$ cat src/rtl/pc_sequencer.sv
// Program-counter register and FETCH/DECODE/EXECUTE phase sequencer.
// Drives the PC adder and loads either its result or a branch target.
module pc_sequencer #(
  parameter int unsigned      WIDTH    = 8,
  parameter logic [WIDTH-1:0] RESET_PC = '0
) (
  input  logic             clk,
  input  logic             reset,
  input  logic             start,
  input  logic             stall,
  input  logic             branch_en,
  input  logic [WIDTH-1:0] branch_target,
  input  logic             halt,
  input  logic [WIDTH-1:0] pc_next_in,
  output logic [WIDTH-1:0] pc_out,
  output logic [2:0]       state,
  output logic             fetch_en,
  output logic             retire,
  output logic [7:0]       instr_count
);

  typedef enum logic [2:0] {
    IDLE    = 3'd0,
    FETCH   = 3'd1,
    DECODE  = 3'd2,
    EXECUTE = 3'd3,
    HALTED  = 3'd4
  } state_t;

  state_t st;

  assign state    = st;
  assign fetch_en = (st == FETCH) && !stall;
  assign retire   = (st == EXECUTE) && !stall;

  always_ff @(posedge clk or negedge reset) begin
    if (!reset) begin
      st          <= IDLE;
      pc_out      <= RESET_PC;
      instr_count <= '0;
    end else begin
      case (st)
        IDLE: begin
          if (start) st <= FETCH;
        end
        FETCH: begin
          if (!stall) st <= DECODE;
        end
        DECODE: begin
          if (!stall) st <= EXECUTE;
        end
        EXECUTE: begin
          if (!stall) begin
            pc_out <= branch_en ? branch_target
                                : pc_next_in;
            if (instr_count != 8'hFF)
              instr_count <= instr_count + 8'd1;
            st <= halt ? HALTED : FETCH;
          end
        end
        HALTED: st <= HALTED;
        // encodings 5-7 fall back to IDLE
        default: st <= IDLE;
      endcase
    end
  end

endmodule

$ cat config.mk
export PLATFORM = sky130hd
export DESIGN_NAME = pc_sequencer
export DESIGN_NICKNAME = d
export VERILOG_FILES = /design/src/rtl/pc_sequencer.sv
export SDC_FILE = /design/constraint.sdc
export NUM_CORES = 1
export LEC_CHECK = 0
export ABC_AREA = 1
export CORE_MARGIN = 5
export CORE_UTILIZATION = 50
export DETAILED_ROUTE_END_ITERATION = 10
export DONT_BUFFER_PORTS = 1
export GPL_TIMING_DRIVEN = 0
export PLACE_DENSITY = 0.66
export SYNTH_ARGS = -nofsm -noshare
export SYNTH_HDL_FRONTEND = slang
export SYNTH_SLANG_ARGS = --single-unit
$ cat constraint.sdc
create_clock -name clk -period 2.8 [get_ports clk]
set_input_delay 0.56 -clock clk [delete_from_list [all_inputs] [get_ports clk]]
set_output_delay 0.56 -clock clk [all_outputs]
set_load 0.01 [all_outputs]
* Yosys cells after proc, flatten, opt, wreduce, memory -nomap -nowiden
Index checks and enable logic that the tools add are counted.
** Word-level totals
- Flip-flop bits (word level) :: 19
- Bits in latches :: 0
- RAM bits :: 0
- Memory bits (read-only) :: 0
- Input port bits :: 22
- Output and inout port bits :: 21
- Logic and storage cells :: 28
- Memories kept :: 0
** Cells by class
- Add/subtract/negate cells :: 1
- $mul :: 0
- Divide/modulo/power cells :: 0
- Order comparisons :: 0
- Eq/ne operators :: 9
- Shift operators :: 0
- Mux-type cells :: 7
- Bitwise logic cells :: 1
- Reductions and logical operators :: 7
** Operators with widths (number)
- $mux W3 :: 5
- $pmux W3 S5 :: 1
- $add A8 B1 Y8 const B :: 1
- $mux W8 :: 1
- $ne A2 B2 Y1 const B :: 4
- $ne A8 B8 Y1 const B :: 1
- $eq A3 B2 Y1 const B :: 2
- $reduce_and A4 Y1 :: 1
- $eq A3 B1 Y1 const B :: 1
- $eq A3 B3 Y1 const B :: 1
- $logic_not A3 Y1 :: 1
- $reduce_and A3 Y1 :: 1
- $logic_and A1 B1 Y1 :: 2
- $reduce_and A2 Y1 :: 1
- $logic_not A1 Y1 :: 1
- $not A1 Y1 :: 1

* Depth between registers and ports, before layout
Gate-level depths: netlist of run 1.
- Word-level depth :: 3
- Mapped depth :: 8
- Gate-level depth less buffers :: 8

* Worst setup path before layout of run 1
OpenSTA, ideal clock, no wires.
- Path type :: input -> output
- From :: input port stall
- To :: output port retire
- Arrival :: 0.882 ns
- Required time :: 2.240 ns
- Setup slack :: 1.358 ns
- Stages on the path :: 3
- Path buffers :: 0
- Cells stage by stage :: nor2_2 nand2_4 clkinv_4
** On the way
- Cells in the longest elaborated chain, start to end :: 2
** RTL lines
- from (decl) :: RTL line 10 : input logic stall,
- $logic_not A1 Y1
- $logic_and A1 B1 Y1 :: RTL line 34 : assign retire = (st == EXECUTE) && !stall;
- to (decl) :: RTL line 18 : output logic retire,
No other way between the ends.

* Worst setup path after layout of run 1
- From :: register st[1], in the netlist state[1]
- To :: output port fetch_en
** On the way
- Cells in the longest elaborated chain, start to end :: 2
** RTL lines
- from (decl) :: RTL line 30 : state_t st;
- from (signal assigned) :: RTL line 58 : st <= halt ? HALTED : FETCH;
- $eq A3 B1 Y1 :: RTL line 33 : assign fetch_en = (st == FETCH) && !stall;
- $logic_and A1 B1 Y1 :: RTL line 33
- to (decl) :: RTL line 17 : output logic fetch_en,
No other way between the ends.

==> results of run 1 <==
-- metrics by stage --
stage	hold WS, ns	util (%)
floorplan	0.264	-
global route	0.458	56.2
CTS	0.441	56.2
global placement	0.265	54.3
finish	0.452	56.2
detailed placement	0.265	54.3
-- cell usage after synthesis, types with 2 or more instances --
master	instances
sky130_fd_sc_hd__nor2_1	22
sky130_fd_sc_hd__xnor2_1	2
sky130_fd_sc_hd__clkinv_4	2
sky130_fd_sc_hd__nand3_1	5
sky130_fd_sc_hd__o31ai_1	6
sky130_fd_sc_hd__dfrtp_1	19
sky130_fd_sc_hd__o31ai_2	2
sky130_fd_sc_hd__nand2_1	52
sky130_fd_sc_hd__inv_1	10
sky130_fd_sc_hd__nand2_4	2
sky130_fd_sc_hd__o21ai_0	2
-- how the worst max path moves through the flow --
| stage | end | cells after the start |
|---|---|---|
| CTS | fetch_en | 3 |
| global route | fetch_en | 3 |
| global placement | retire | 3 |
| detailed placement | retire | 3 |
| finish | fetch_en | 3 |
| floorplan | retire | 3 |
-- critical path, cell delays in order (launching register included) --
cell and delay (ns):
sky130_fd_sc_hd__dfrtp_1 0.45, sky130_fd_sc_hd__inv_1 0.12, sky130_fd_sc_hd__nand2_1 0.08, sky130_fd_sc_hd__nor3_1 0.30
-- area by class of cell --
cell class	count	area [µm²]	area share [%]
inverters	13	58.8	5.33
clock buffers	4	26.3	2.38
repair buffers	1	10.0	0.908
multi-input cells	101	483	43.8
plain buffers	2	15.0	1.36
flip-flops and latches	19	475	43.1
well taps	27	33.8	3.06
-- placed cells by master, fill, tap and decap left out --
cell type / instances
sky130_fd_sc_hd__nand4_1: 1
sky130_fd_sc_hd__clkbuf_1: 2
sky130_fd_sc_hd__nor2_4: 1
sky130_fd_sc_hd__xor2_1: 1
sky130_fd_sc_hd__nor2_2: 1
sky130_fd_sc_hd__nand2_1: 52
sky130_fd_sc_hd__dfrtp_1: 19
sky130_fd_sc_hd__nand3_1: 5
sky130_fd_sc_hd__nor2_1: 22
sky130_fd_sc_hd__o21ai_0: 2
sky130_fd_sc_hd__xnor2_1: 2
sky130_fd_sc_hd__inv_2: 1
sky130_fd_sc_hd__inv_1: 10
sky130_fd_sc_hd__nor3_1: 1
sky130_fd_sc_hd__o21ai_1: 1
sky130_fd_sc_hd__nand2_4: 2
sky130_fd_sc_hd__buf_6: 1
sky130_fd_sc_hd__a21oi_1: 1
sky130_fd_sc_hd__dlygate4sd3_1: 1
sky130_fd_sc_hd__clkinv_4: 2
sky130_fd_sc_hd__ha_1: 1
sky130_fd_sc_hd__o31ai_2: 2
sky130_fd_sc_hd__o31ai_1: 6
sky130_fd_sc_hd__clkbuf_4: 3
-- kinds of logic after synthesis --
| family | share of synthesized area (%) |
|---|---|
| AND/OR/NAND/NOR | 34.3 |
| flip-flops | 46.1 |
| buffers and inverters | 7.15 |
| AO/OA/AOI/OAI | 8.73 |
| XOR/XNOR | 2.55 |
| adder cells (fa/ha/maj) | 1.21 |
-- sequential cells by signal, summed over array words and instances (netlist names) --
register and cells:
pc_out 8, instr_count 8, state 3
-- metal layers --
metal,GRT usage (%),vias to the layer above
met5,0,-
met4,5.90,0
met3,3.73,2
met2,22.8,29
met1,19.2,382
li1,-,435
-- where the power goes --
group	switching, mW	internal, mW	total [mW]
registers	0.160	0.374	0.534
clock network	0.0815	0.0553	0.137
logic	0.194	0.129	0.322
total	0.435	0.558	0.993
==> results.txt, run 1 <==
----------------------------------------------------
[Run status]
  Status ... finished clean

[Setup path]
  Depth of the worst register-to-register path ... 8
  CP startpoint ... state[1]$_DFFE_PN0P_
  Critical Path RT ... 2.24 ns
  Kind of capture point of the worst setup path ... primary output
  CP Max Fanout ... 3
  Worst setup SP type ... flop
  R2R setup slack ... 1.35 ns
  Critical Path AT ... 1.23 ns
  Worst reg2reg path startpoint ... instr_count[0]$_DFFE_PN0P_
  Startpoint-to-endpoint class of the critical path ... flop to primary output
  Capture point of the worst reg-to-reg path ... instr_count[3]$_DFFE_PN0P_

[Global routing]
  Maximum number of pins on one net before global-route repair ... 20
  Vias in the first global route ... 855
  Wire length of the first global-routing pass ... 3.73 mm
  All-Layer GR Usage ... 14.6%
  Total congestion overflow ... 0
  Initial antenna violation count ... 0

[Yosys]
  Cell types occupying the most area after synthesis ... sky130_fd_sc_hd__dfrtp_1 (46%), sky130_fd_sc_hd__nand2_1 (19%), sky130_fd_sc_hd__nor2_1 (8.0%)
  Dominant cell type by area after synthesis ... sky130_fd_sc_hd__dfrtp_1
  Count of different cell masters after synthesis ... 22
  Post-Syn Area per Cell ... 7.65 µm²
  Synthesized Nets ... 158
  Yosys Warn Count ... 0
  Prevailing post-synth register cell ... sky130_fd_sc_hd__dfrtp_1
  Async set-or-reset flop fraction in the synthesized netlist ... 100%
  Yosys reg bits ... 19
  Number of synthesized flops with an enable pin ... 0
  Post-Synthesis Cells ... 135
  Netlist area before placement ... 1030 µm²
  Fraction of synthesized cell area taken by the top area cell type ... 46.1%
  Sequential share of the synthesized area ... 46.1%

[Route]
  Pre-Repair DR Iteration Count ... 4
  Met2 layer wire length in the routed design ... 1.05 mm
  Number of DRC markers in iteration 0 ... 21
  Post-route DRC violation count ... 0
  Post-DRT Antenna Nets ... 0
  Wire length on met3 ... 182 µm
  DRT met1 WL ... 882 µm
  Vias per std cell ... 5.08
  Average wire per standard cell ... 12.7 µm
  Highest metal used ... met4
  Total detailed-routing wirelength ... 2.13 mm
  Via count ... 848

[Floorplan]
  Height of the chip ... 55.4 µm
  Width of the chip ... 55.4 µm
  Initial cell density of the core ... 52.6%
  Number of placed I/O pins ... 43
  Number of rows created at floorplan ... 16
  Area of the core ... 1960 µm²
  Area enclosed by the die boundary ... 3070 µm²

[Finish]
  Area overhead of the layout relative to synthesis ... 6.79%
  Final cell count without fillers ... 167
  Count of nets after finishing ... 164
  Final instance area ... 1100 µm²
  Number of diodes added for antenna fixing ... 0
  Share of final-layout standard cells stronger than drive strength 1 ... 9.29%
  Fill cell count ... 213

[Timing]
  Final max-slew violation count ... 0
  Fin worst setup slack ... 1.01 ns
  Total of endpoints with negative setup slack in the final report ... 0
  Final critical-path required period ... 1.79 ns
  Final hold viol count ... 0
  Highest attainable clock frequency ... 557 MHz
  Setup TNS ... 0 ns
  Headroom to the max-slew limit ... 42.7%
  Unrepaired setup endpoints after global routing ... no
  Worst Tran Pin Value ... 0.857 ns
  Final period util ... 64.1%
  Final Skew ... 0.00805 ns

[Clocking]
  Cts bufs inserted ... 3
  Maximum clock path buffer count ... 2
  Post-cts hold buffer count ... 1
  Buffer type at the clock tree root ... sky130_fd_sc_hd__clkbuf_4
  TritonCTS clock tree ... yes
  CTS H-Tree Depth ... 1
  Setup fix buffers added after clock tree synthesis ... 0
  Count of cells resized by post-cts repair ... 0
  Sink Count ... 19
  Clock transition at path regs ... 0.10 ns
  Insertion delay to the later sink of the worst-skew pair ... 0.29 ns

[Place]
  Final HPWL DP ... 1.67 mm
  Setup slack after placement ... 1.31 ns
  Routability congestion estimate ... 0.735
  Number of port buffers ... 0
  Placement Cell Area ... 1070 µm²
  Number of instances in the placed design ... 162

[Min path]
  Min-Delay Endpoint ... pc_out[0]$_DFFE_PN0P_
  Hold Crit Depth ... 2
  Min-Delay Startpoint ... pc_next_in[0]
  Worst hold path class ... input pin to flop

[Run]
  Max-cap violations ... 0

[Power and ir drop]
  Total power per unit cell area ... 901 nW/µm²
  Standby leakage power ... 0.556 nW
  Total power ... 0.993 mW
  Worst supply voltage drop on vdd ... 0.000472 V

----------------------------------------------------
No activity file was read; power rests on OpenSTA's default activity.
==> run 2, diff against run 1 <==
Clock period 2.8 ns to 1.8 ns, I/O delays scaled along.
==> results of run 2 <==
Same layout as run 1 (identical final DEF). Status: finished clean.
Main changes from that run: setup slack after placement 1.31 ns -> 0.348 ns; setup slack after layout 1.01 ns -> 0.205 ns; hold slack 0.452 ns -> 0.252 ns; register-to-register setup slack 1.35 ns -> 0.35 ns; total power 0.993 mW -> 1.54 mW; worst IR drop on VDD 0.000472 V -> 0.000734 V
